--- src/rtl/pipe_stall_ctrl_if.sv ---
// Handshake bundle between the hazard/MEM-stage sources and the pipeline stall controller.
// The master side drives the hazard, branch and SRAM status signals; the slave side is the controller.
interface pipe_stall_ctrl_if #(
  parameter int CNT_W = 16
);
  logic             hazard_detected;
  logic             branch_taken;
  logic             mem_req;
  logic             sram_ready;
  logic             pc_freeze;
  logic             ifid_freeze;
  logic             ifid_flush;
  logic             idex_bubble;
  logic             exe_freeze;
  logic             memwb_bubble;
  logic [CNT_W-1:0] stall_cycles;
  logic [CNT_W-1:0] flush_count;
  logic             mem_timeout_err;

  modport master (
    output hazard_detected, branch_taken, mem_req, sram_ready,
    input  pc_freeze, ifid_freeze, ifid_flush, idex_bubble, exe_freeze, memwb_bubble,
    input  stall_cycles, flush_count, mem_timeout_err
  );

  modport slave (
    input  hazard_detected, branch_taken, mem_req, sram_ready,
    output pc_freeze, ifid_freeze, ifid_flush, idex_bubble, exe_freeze, memwb_bubble,
    output stall_cycles, flush_count, mem_timeout_err
  );
endinterface

--- src/rtl/pipe_stall_ctrl.sv ---
// Stall/flush controller for the 5-stage pipeline: Mealy freeze/flush/bubble controls with
// priority memory wait > branch flush > hazard stall, plus saturating counters and a sticky SRAM timeout flag.
module pipe_stall_ctrl #(
  parameter int MEM_TIMEOUT = 255,
  parameter int CNT_W       = 16
) (
  input logic              clk,
  input logic              rst,
  pipe_stall_ctrl_if.slave bus
);
  localparam int WAIT_W = $clog2(MEM_TIMEOUT + 1);
  localparam logic [WAIT_W-1:0] WAIT_MAX = WAIT_W'(MEM_TIMEOUT);
  localparam logic [CNT_W-1:0]  CNT_MAX  = {CNT_W{1'b1}};

  typedef enum logic {
    RUN      = 1'b0,
    MEM_WAIT = 1'b1
  } state_e;

  state_e            state_q, state_d;
  logic [WAIT_W-1:0] wait_cnt_q, wait_cnt_d;
  logic [CNT_W-1:0]  stall_q, stall_d;
  logic [CNT_W-1:0]  flush_q, flush_d;
  logic              err_q, err_d;

  logic pc_freeze, ifid_freeze, ifid_flush, idex_bubble, exe_freeze, memwb_bubble;
  logic mem_wait;

  always_comb begin
    state_d      = state_q;
    mem_wait     = 1'b0;
    pc_freeze    = 1'b0;
    ifid_freeze  = 1'b0;
    ifid_flush   = 1'b0;
    idex_bubble  = 1'b0;
    exe_freeze   = 1'b0;
    memwb_bubble = 1'b0;
    if (!rst) begin
      case (state_q)
        RUN: begin
          if (bus.mem_req && !bus.sram_ready) begin
            mem_wait = 1'b1;
            state_d  = MEM_WAIT;
          end else if (bus.branch_taken) begin
            ifid_flush  = 1'b1;
            idex_bubble = 1'b1;
          end else if (bus.hazard_detected) begin
            pc_freeze   = 1'b1;
            ifid_freeze = 1'b1;
            idex_bubble = 1'b1;
          end
        end
        MEM_WAIT: begin
          // The release cycle lets the whole pipeline advance with no control asserted.
          if (bus.sram_ready) begin
            state_d = RUN;
          end else begin
            mem_wait = 1'b1;
          end
        end
        default: state_d = RUN;
      endcase
      if (mem_wait) begin
        pc_freeze    = 1'b1;
        ifid_freeze  = 1'b1;
        exe_freeze   = 1'b1;
        memwb_bubble = 1'b1;
      end
    end
  end

  // The RUN cycle that first sees the unready access is itself wait cycle 1.
  always_comb begin
    wait_cnt_d = wait_cnt_q;
    err_d      = err_q;
    if (state_q == RUN && bus.mem_req && !bus.sram_ready) begin
      wait_cnt_d = WAIT_W'(1);
    end else if (state_q == MEM_WAIT && !bus.sram_ready && wait_cnt_q < WAIT_MAX) begin
      wait_cnt_d = wait_cnt_q + WAIT_W'(1);
    end
    if (mem_wait && wait_cnt_d == WAIT_MAX) begin
      err_d = 1'b1;
    end
  end

  always_comb begin
    stall_d = stall_q;
    flush_d = flush_q;
    if (pc_freeze && stall_q != CNT_MAX) begin
      stall_d = stall_q + CNT_W'(1);
    end
    if (ifid_flush && flush_q != CNT_MAX) begin
      flush_d = flush_q + CNT_W'(1);
    end
  end

  always_ff @(posedge clk) begin
    if (rst) begin
      state_q    <= RUN;
      wait_cnt_q <= '0;
      stall_q    <= '0;
      flush_q    <= '0;
      err_q      <= 1'b0;
    end else begin
      state_q    <= state_d;
      wait_cnt_q <= wait_cnt_d;
      stall_q    <= stall_d;
      flush_q    <= flush_d;
      err_q      <= err_d;
    end
  end

  assign bus.pc_freeze       = pc_freeze;
  assign bus.ifid_freeze     = ifid_freeze;
  assign bus.ifid_flush      = ifid_flush;
  assign bus.idex_bubble     = idex_bubble;
  assign bus.exe_freeze      = exe_freeze;
  assign bus.memwb_bubble    = memwb_bubble;
  assign bus.stall_cycles    = stall_q;
  assign bus.flush_count     = flush_q;
  assign bus.mem_timeout_err = err_q;
endmodule
--- src/flat_wrapper.sv ---
// flat-port wrapper written by rule: the top's interface ports become plain ports
module pipe_stall_ctrl_flat 
#(
  parameter int MEM_TIMEOUT = 255,
  parameter int CNT_W       = 16
)
  (clk, rst, bus_hazard_detected, bus_branch_taken, bus_mem_req, bus_sram_ready, bus_pc_freeze, bus_ifid_freeze, bus_ifid_flush, bus_idex_bubble, bus_exe_freeze, bus_memwb_bubble, bus_stall_cycles, bus_flush_count, bus_mem_timeout_err);
  pipe_stall_ctrl_if #(.CNT_W(CNT_W)) bus_i ();
  input logic clk;
  input logic rst;
  input wire logic [$bits(bus_i.hazard_detected)-1:0] bus_hazard_detected;
  input wire logic [$bits(bus_i.branch_taken)-1:0] bus_branch_taken;
  input wire logic [$bits(bus_i.mem_req)-1:0] bus_mem_req;
  input wire logic [$bits(bus_i.sram_ready)-1:0] bus_sram_ready;
  output wire logic [$bits(bus_i.pc_freeze)-1:0] bus_pc_freeze;
  output wire logic [$bits(bus_i.ifid_freeze)-1:0] bus_ifid_freeze;
  output wire logic [$bits(bus_i.ifid_flush)-1:0] bus_ifid_flush;
  output wire logic [$bits(bus_i.idex_bubble)-1:0] bus_idex_bubble;
  output wire logic [$bits(bus_i.exe_freeze)-1:0] bus_exe_freeze;
  output wire logic [$bits(bus_i.memwb_bubble)-1:0] bus_memwb_bubble;
  output wire logic [$bits(bus_i.stall_cycles)-1:0] bus_stall_cycles;
  output wire logic [$bits(bus_i.flush_count)-1:0] bus_flush_count;
  output wire logic [$bits(bus_i.mem_timeout_err)-1:0] bus_mem_timeout_err;
  assign bus_i.hazard_detected = bus_hazard_detected;
  assign bus_i.branch_taken = bus_branch_taken;
  assign bus_i.mem_req = bus_mem_req;
  assign bus_i.sram_ready = bus_sram_ready;
  assign bus_pc_freeze = bus_i.pc_freeze;
  assign bus_ifid_freeze = bus_i.ifid_freeze;
  assign bus_ifid_flush = bus_i.ifid_flush;
  assign bus_idex_bubble = bus_i.idex_bubble;
  assign bus_exe_freeze = bus_i.exe_freeze;
  assign bus_memwb_bubble = bus_i.memwb_bubble;
  assign bus_stall_cycles = bus_i.stall_cycles;
  assign bus_flush_count = bus_i.flush_count;
  assign bus_mem_timeout_err = bus_i.mem_timeout_err;
  pipe_stall_ctrl #(.MEM_TIMEOUT(MEM_TIMEOUT), .CNT_W(CNT_W)) u_core (.clk(clk), .rst(rst), .bus(bus_i));
endmodule
--- config.mk ---
export PLATFORM = sky130hd
export DESIGN_NAME = pipe_stall_ctrl_flat
export DESIGN_NICKNAME = d
export VERILOG_FILES = /design/src/rtl/pipe_stall_ctrl_if.sv /design/src/rtl/pipe_stall_ctrl.sv /design/src/flat_wrapper.sv
export SDC_FILE = /design/constraint.sdc
export NUM_CORES = 1
export LEC_CHECK = 0
export CAP_MARGIN = 20
export CORE_MARGIN = 3
export CORE_UTILIZATION = 49
export CTS_CLUSTER_DIAMETER = 60
export DETAILED_ROUTE_END_ITERATION = 7
export PLACE_DENSITY = 0.77
export SLEW_MARGIN = 20
export SYNTH_ARGS = -nofsm -noshare
export SYNTH_HDL_FRONTEND = slang
export SYNTH_SLANG_ARGS = --single-unit
--- constraint.sdc ---
create_clock -name clk -period 2.9 [get_ports clk]
set_input_delay 0.87 -clock clk [delete_from_list [all_inputs] [get_ports clk]]
set_output_delay 0.87 -clock clk [all_outputs]
set_load 0.02 [all_outputs]
=== Word level (Yosys, flattened, before mapping) ===
Cells that the tools add are included.

* Register bits after elaboration: 42
* Input port bits: 6
* Output and inout port bits: 39
* Word-level logic and storage cells: 45

* $add $sub $neg: 3
* Order comparisons: 1
* Equality and inequality tests: 3
* Multiplexer cells: 23
* Bitwise gates (word level): 1
* Reduce and logical (&&, ||, !) cells: 9

{| class="wikitable"
|+ Operators by type and width
! cell !! count
|-
| $add 16x1->16 const B || 2
|-
| $ne 16x16->1 const B || 2
|-
| $mux 1 || 20
|-
| $mux 8 || 2
|-
| $add 8x1->8 const B || 1
|-
| $eq 8x8->1 const B || 1
|-
| $logic_and 1x1->1 || 8
|-
| $lt 8x8->1 const B || 1
|-
| $pmux 1 s2 || 1
|-
| $logic_not 1->1 || 1
|-
| $not 1->1 || 1
|}

=== Logic depth before layout (Yosys ltp) ===
* Depth after elaboration: 8
* Gate-level depth with buffers: 7

=== Worst setup path after synthesis ===
No wires, ideal clock.

* Path kind: input to output
* From: input bus_branch_taken
* To: output bus_pc_freeze
* Data arrival time: 1,905 ps
* Required time: 2,030 ps
* Slack: 125 ps
* Stages on the path: 5
* Path buffers: 2
* Cell sequence: or3b_4 -> a21o_2 -> buf_6 -> inv_1 -> buf_4

* Word-level cells in the longest chain between the ends: 5

{| class="wikitable"
|+ Ends and longest elaborated chain
! element !! line !! text
|-
| start, declared || flat_wrapper.sv:12 || <nowiki>input wire logic [$bits(bus_i.branch_taken)-1:0] bus_branch_taken;</nowiki>
|-
| $mux 1 (5 in a row) || - ||
|-
| end, declared || flat_wrapper.sv:15 || <nowiki>output wire logic [$bits(bus_i.pc_freeze)-1:0] bus_pc_freeze;</nowiki>
|}

Every way passes these cells.

=== Worst setup path in the final report ===
* From: input bus_sram_ready
* To: output bus_pc_freeze

* Word-level cells in the longest chain between the ends: 7
* Elaborated cells on any way between the ends: 10
* Classes of those cells: mux (8); reduce/logical (2)

{| class="wikitable"
|+ Ends and longest elaborated chain
! element !! line !! text
|-
| start, declared || flat_wrapper.sv:14 || <nowiki>input wire logic [$bits(bus_i.sram_ready)-1:0] bus_sram_ready;</nowiki>
|-
| $logic_not 1->1 || pipe_stall_ctrl.sv:41 || <nowiki>if (bus.mem_req && !bus.sram_ready) begin</nowiki>
|-
| $logic_and 1x1->1 || pipe_stall_ctrl.sv:41 ||
|-
| $mux 1 || pipe_stall_ctrl.sv:41 ||
|-
| $pmux 1 s2 || pipe_stall_ctrl.sv:39 || <nowiki>case (state_q)</nowiki>
|-
| $mux 1 || pipe_stall_ctrl.sv:38 || <nowiki>if (!rst) begin</nowiki>
|-
| $mux 1 * || pipe_stall_ctrl.sv:63 || <nowiki>if (mem_wait) begin</nowiki>
|-
| $mux 1 * || pipe_stall_ctrl.sv:38 ||
|}

Mark *: on every way between the ends. The rest lies on a longest branch, timed or not. The select of a mux whose other input is x is not followed.

==> out/qor.yml <==
outcome:
  outcome: "complete, no violations"
worst_setup_path:
  critical-path-top-delay-family: "buffers and inverters"
  crit_chain: "clkdlybuf4s50_1 -> o21bai_2 -> a21o_4 -> inv_2 -> buf_6"
  crit_path_start_kind: "primary input"
  cpMaxStageDelayCell: "clkdlybuf4s50_1"
  worstSetupPathType: "primary input to primary output"
  crit_path_end_kind: "primary output"
  rr_worst_depth: 7
  cp.required_ps: 2030
  critPathMaxStageDelay_ps: 430
  worst-r2r-setup-slack_ps: 720
  cp.arrival_ps: 1950
  cp_num_buf_inv: 3
  crit_path_max_fanout: 4
  cp.depth: 5
detailed_routing:
  post-route-drc-count: 0
  drt-pass1-iter-count: 4
  vias: 2045
  final_antenna_net_count: 0
  drtIter0Drc: 129
  viasPerCell: 5.63
  avgRoutedWirePerCell_um: 14.4
  wl_um: 5210
layout:
  final_cells: 363
  final-seq-area_um2: 841
  drive_gt1_share_pct: 11.8
  fin_util_pct: 68.4
  area_growth_pct: 31.5
  diodes: 0
  nets: 322
  fillers: 341
  multi_input_area_um2: 1220
power:
  powerDensity_nw_per_um2: 370
  ir_drop_v: 0.000288
  leakagePower_nw: 0.935
logic_synthesis:
  synth_xor_area_share_pct: 12.0
  ys_top_cells_by_count: "42 x dfxtp_1, 39 x nor2_1, 26 x xnor2_1, 20 x nand2_1, 14 x nand3_1"
  synthSimpleGateAreaFrac_pct: 31.6
  yosys-top-cells-area: "dfxtp_1 40%, xnor2_1 11%, nor2_1 6.9%"
  synth_ff_type: "dfxtp_1"
  synth_seq_cells: 42
  avgSynthCellArea_um2: 8.36
  synthAdderAreaFrac_pct: 1.77
  syn_nets: 263
  synth_most_common_cell: "dfxtp_1"
  yosys.area.top_type: "dfxtp_1"
  synth_top_area_share_pct: 39.6
  yosys_warnings: 0
  synth-compound-area-share_pct: 9.78
  synthMuxAreaShare_pct: 1.47
  synth_edf_count: 0
  syn_inst: 254
  synth_top_family_by_area: "simple AND/OR/NAND/NOR gates"
  syn_area_um2: 2120
  yosysSeqAreaShare_pct: 39.6
  yosys.cell_types.count: 44
  synthArstFlopShare_pct: 0
placement:
  dp.cells: 355
  dp_hpwl_um: 3760
  gp_congestion: 0.875
  port_buffers: 44
cts:
  cts_max_level: 2
  root_buffer: "clkbuf_8"
  cts_buffer_depth: 2
  path_clk_slew_ps: 70
  ctsHoldBuffers: 0
  cts_tree: "done"
  clk_latency_ps: 290
  cts-buffers-inserted: 5
  cts_sinks: 42
global_routing:
  gr-total-overflow: 0
  grt_max_degree: 21
  grt_pass1_vias: 1939
  grtUsageTotal_pct: 21.7
  grt_pass1_wl_um: 8890
  antenna_found_initial: 0
flow_run:
  cap_violations: 0
timing:
  whs_ps: 479
  period_share_pct: 97.3
  min_period_ps: 2820
  grt_setup_unrepaired: "false"
  drv_slew: 0
  tightest_slew_ps: 642
  finalClockSkew_ps: 8.79
  fmax_mhz: 355
  setup_violations: 0
  relSlewSlack_pct: 56.8
  hold_violations: 0
worst_hold_path:
  hold_depth: 2
  hold_class: "flop to flop"
floorplan:
  ios: 45
  die_height_um: 71.8
  row_count: 23
  initial_utilization_pct: 52.0
  die_area_um2: 5160
  die_w_um: 71.8
  core_area_um2: 4090
logic make-up after synthesis:
| logic type | Yosys count |
|---|---|
| XOR/XNOR | 29 |
| flip-flops | 42 |
| buffers and inverters | 16 |
| AND/OR/NAND/NOR | 131 |
| adder cells (fa/ha/maj) | 3 |
| multiplexers | 3 |
| AO/OA/AOI/OAI | 30 |
final cells by class:
class	count	share of cell area, %
sequential	42	30.1
inverter	8	1.07
multi-input combinational	196	43.6
clock buffer	7	2.73
timing repair buffer	60	20.2
tap	50	2.24
metal layers:
metal / up-vias / global-route usage (%) / share of wire, %
li1: 1014 / - / -
met1: 962 / 29.5 / 47
met2: 65 / 32.8 / 46
met3: 4 / 5.61 / 6.2
met4: 0 / 8.56 / 1.4
met5: - / 0 / 0
where the power goes:
part	total (mW)	switching [mW]	internal [mW]
combinational	0.0907	0.0473	0.0433
clock	0.355	0.189	0.166
sequential	0.590	0.00782	0.582
total	1.03	0.244	0.791
final timing paths:
check | startpoint | endpoint
worst max-delay path | bus_sram_ready | bus_pc_freeze
worst min-delay path | u_core.bus.mem_timeout_err | u_core.bus.mem_timeout_err
worst max register to register | u_core.state_q | u_core.bus.stall_cycles[11]
worst min register to register | u_core.bus.mem_timeout_err | u_core.bus.mem_timeout_err
through the flow:
stage / TNS [ps] / power [mW] / instance area, um^2 / setup slack, ps
5_1_grt: 0 / 1.07 / 2790 / 17.6
6_report: 0 / 1.03 / 2790 / 79.7
4_1_cts: -197 / 1.04 / 2780 / -98.5
3_3_place_gp: -2140 / 0.690 / 2700 / -565
2_1_floorplan: 0 / 0.650 / 2120 / 125
3_5_place_dp: -2420 / 0.692 / 2700 / -594
cell usage in the layout (no fill, tap or decap), types with 2 or more instances in the layout:
cell,count
clkbuf_1,2
clkdlybuf4s50_1,36
a211oi_1,5
inv_1,7
buf_6,2
and2_1,2
dlymetal6s2s_1,2
nor2_1,39
clkbuf_2,2
nor4b_1,2
nor2b_1,2
clkbuf_8,5
a221oi_1,2
xnor2_1,26
xor2_1,3
ha_1,3
a21oi_1,8
nand2_1,20
buf_4,15
and3_1,4
mux2i_1,2
dfxtp_1,42
nand4_1,10
nor4_1,12
nand3_1,14
o21ai_0,6
or2_2,2
and4_1,3
nor3_1,12
worst register-to-register path, delay by kind of cell, from the launching register on:
| kind | cells | cell delay [ps] |
|---|---|---|
| and+or+nand+nor | 3 | 870 |
| DFF | 1 | 420 |
| AOI/OAI and AO/OA | 1 | 360 |
| buffers and inverters | 2 | 260 |
| xor gates and xnor gates | 1 | 160 |
registers in the layout, indices dropped and copies added, names as in the netlist:
register,flops
u_core.state_q,1
u_core.wait_cnt_q,8
u_core.bus.stall_cycles,16
u_core.bus.flush_count,16
u_core.bus.mem_timeout_err,1
repair_timing:
| action | in CTS | in global routing |
|---|---|---|
| pin swaps | 1 | 1 |
| setup buffers | 1 | 0 |
| gates resized for setup | 19 | 11 |
| setup endpoints to repair | 6 | 6 |
No activity file was read; power rests on OpenSTA's default activity.
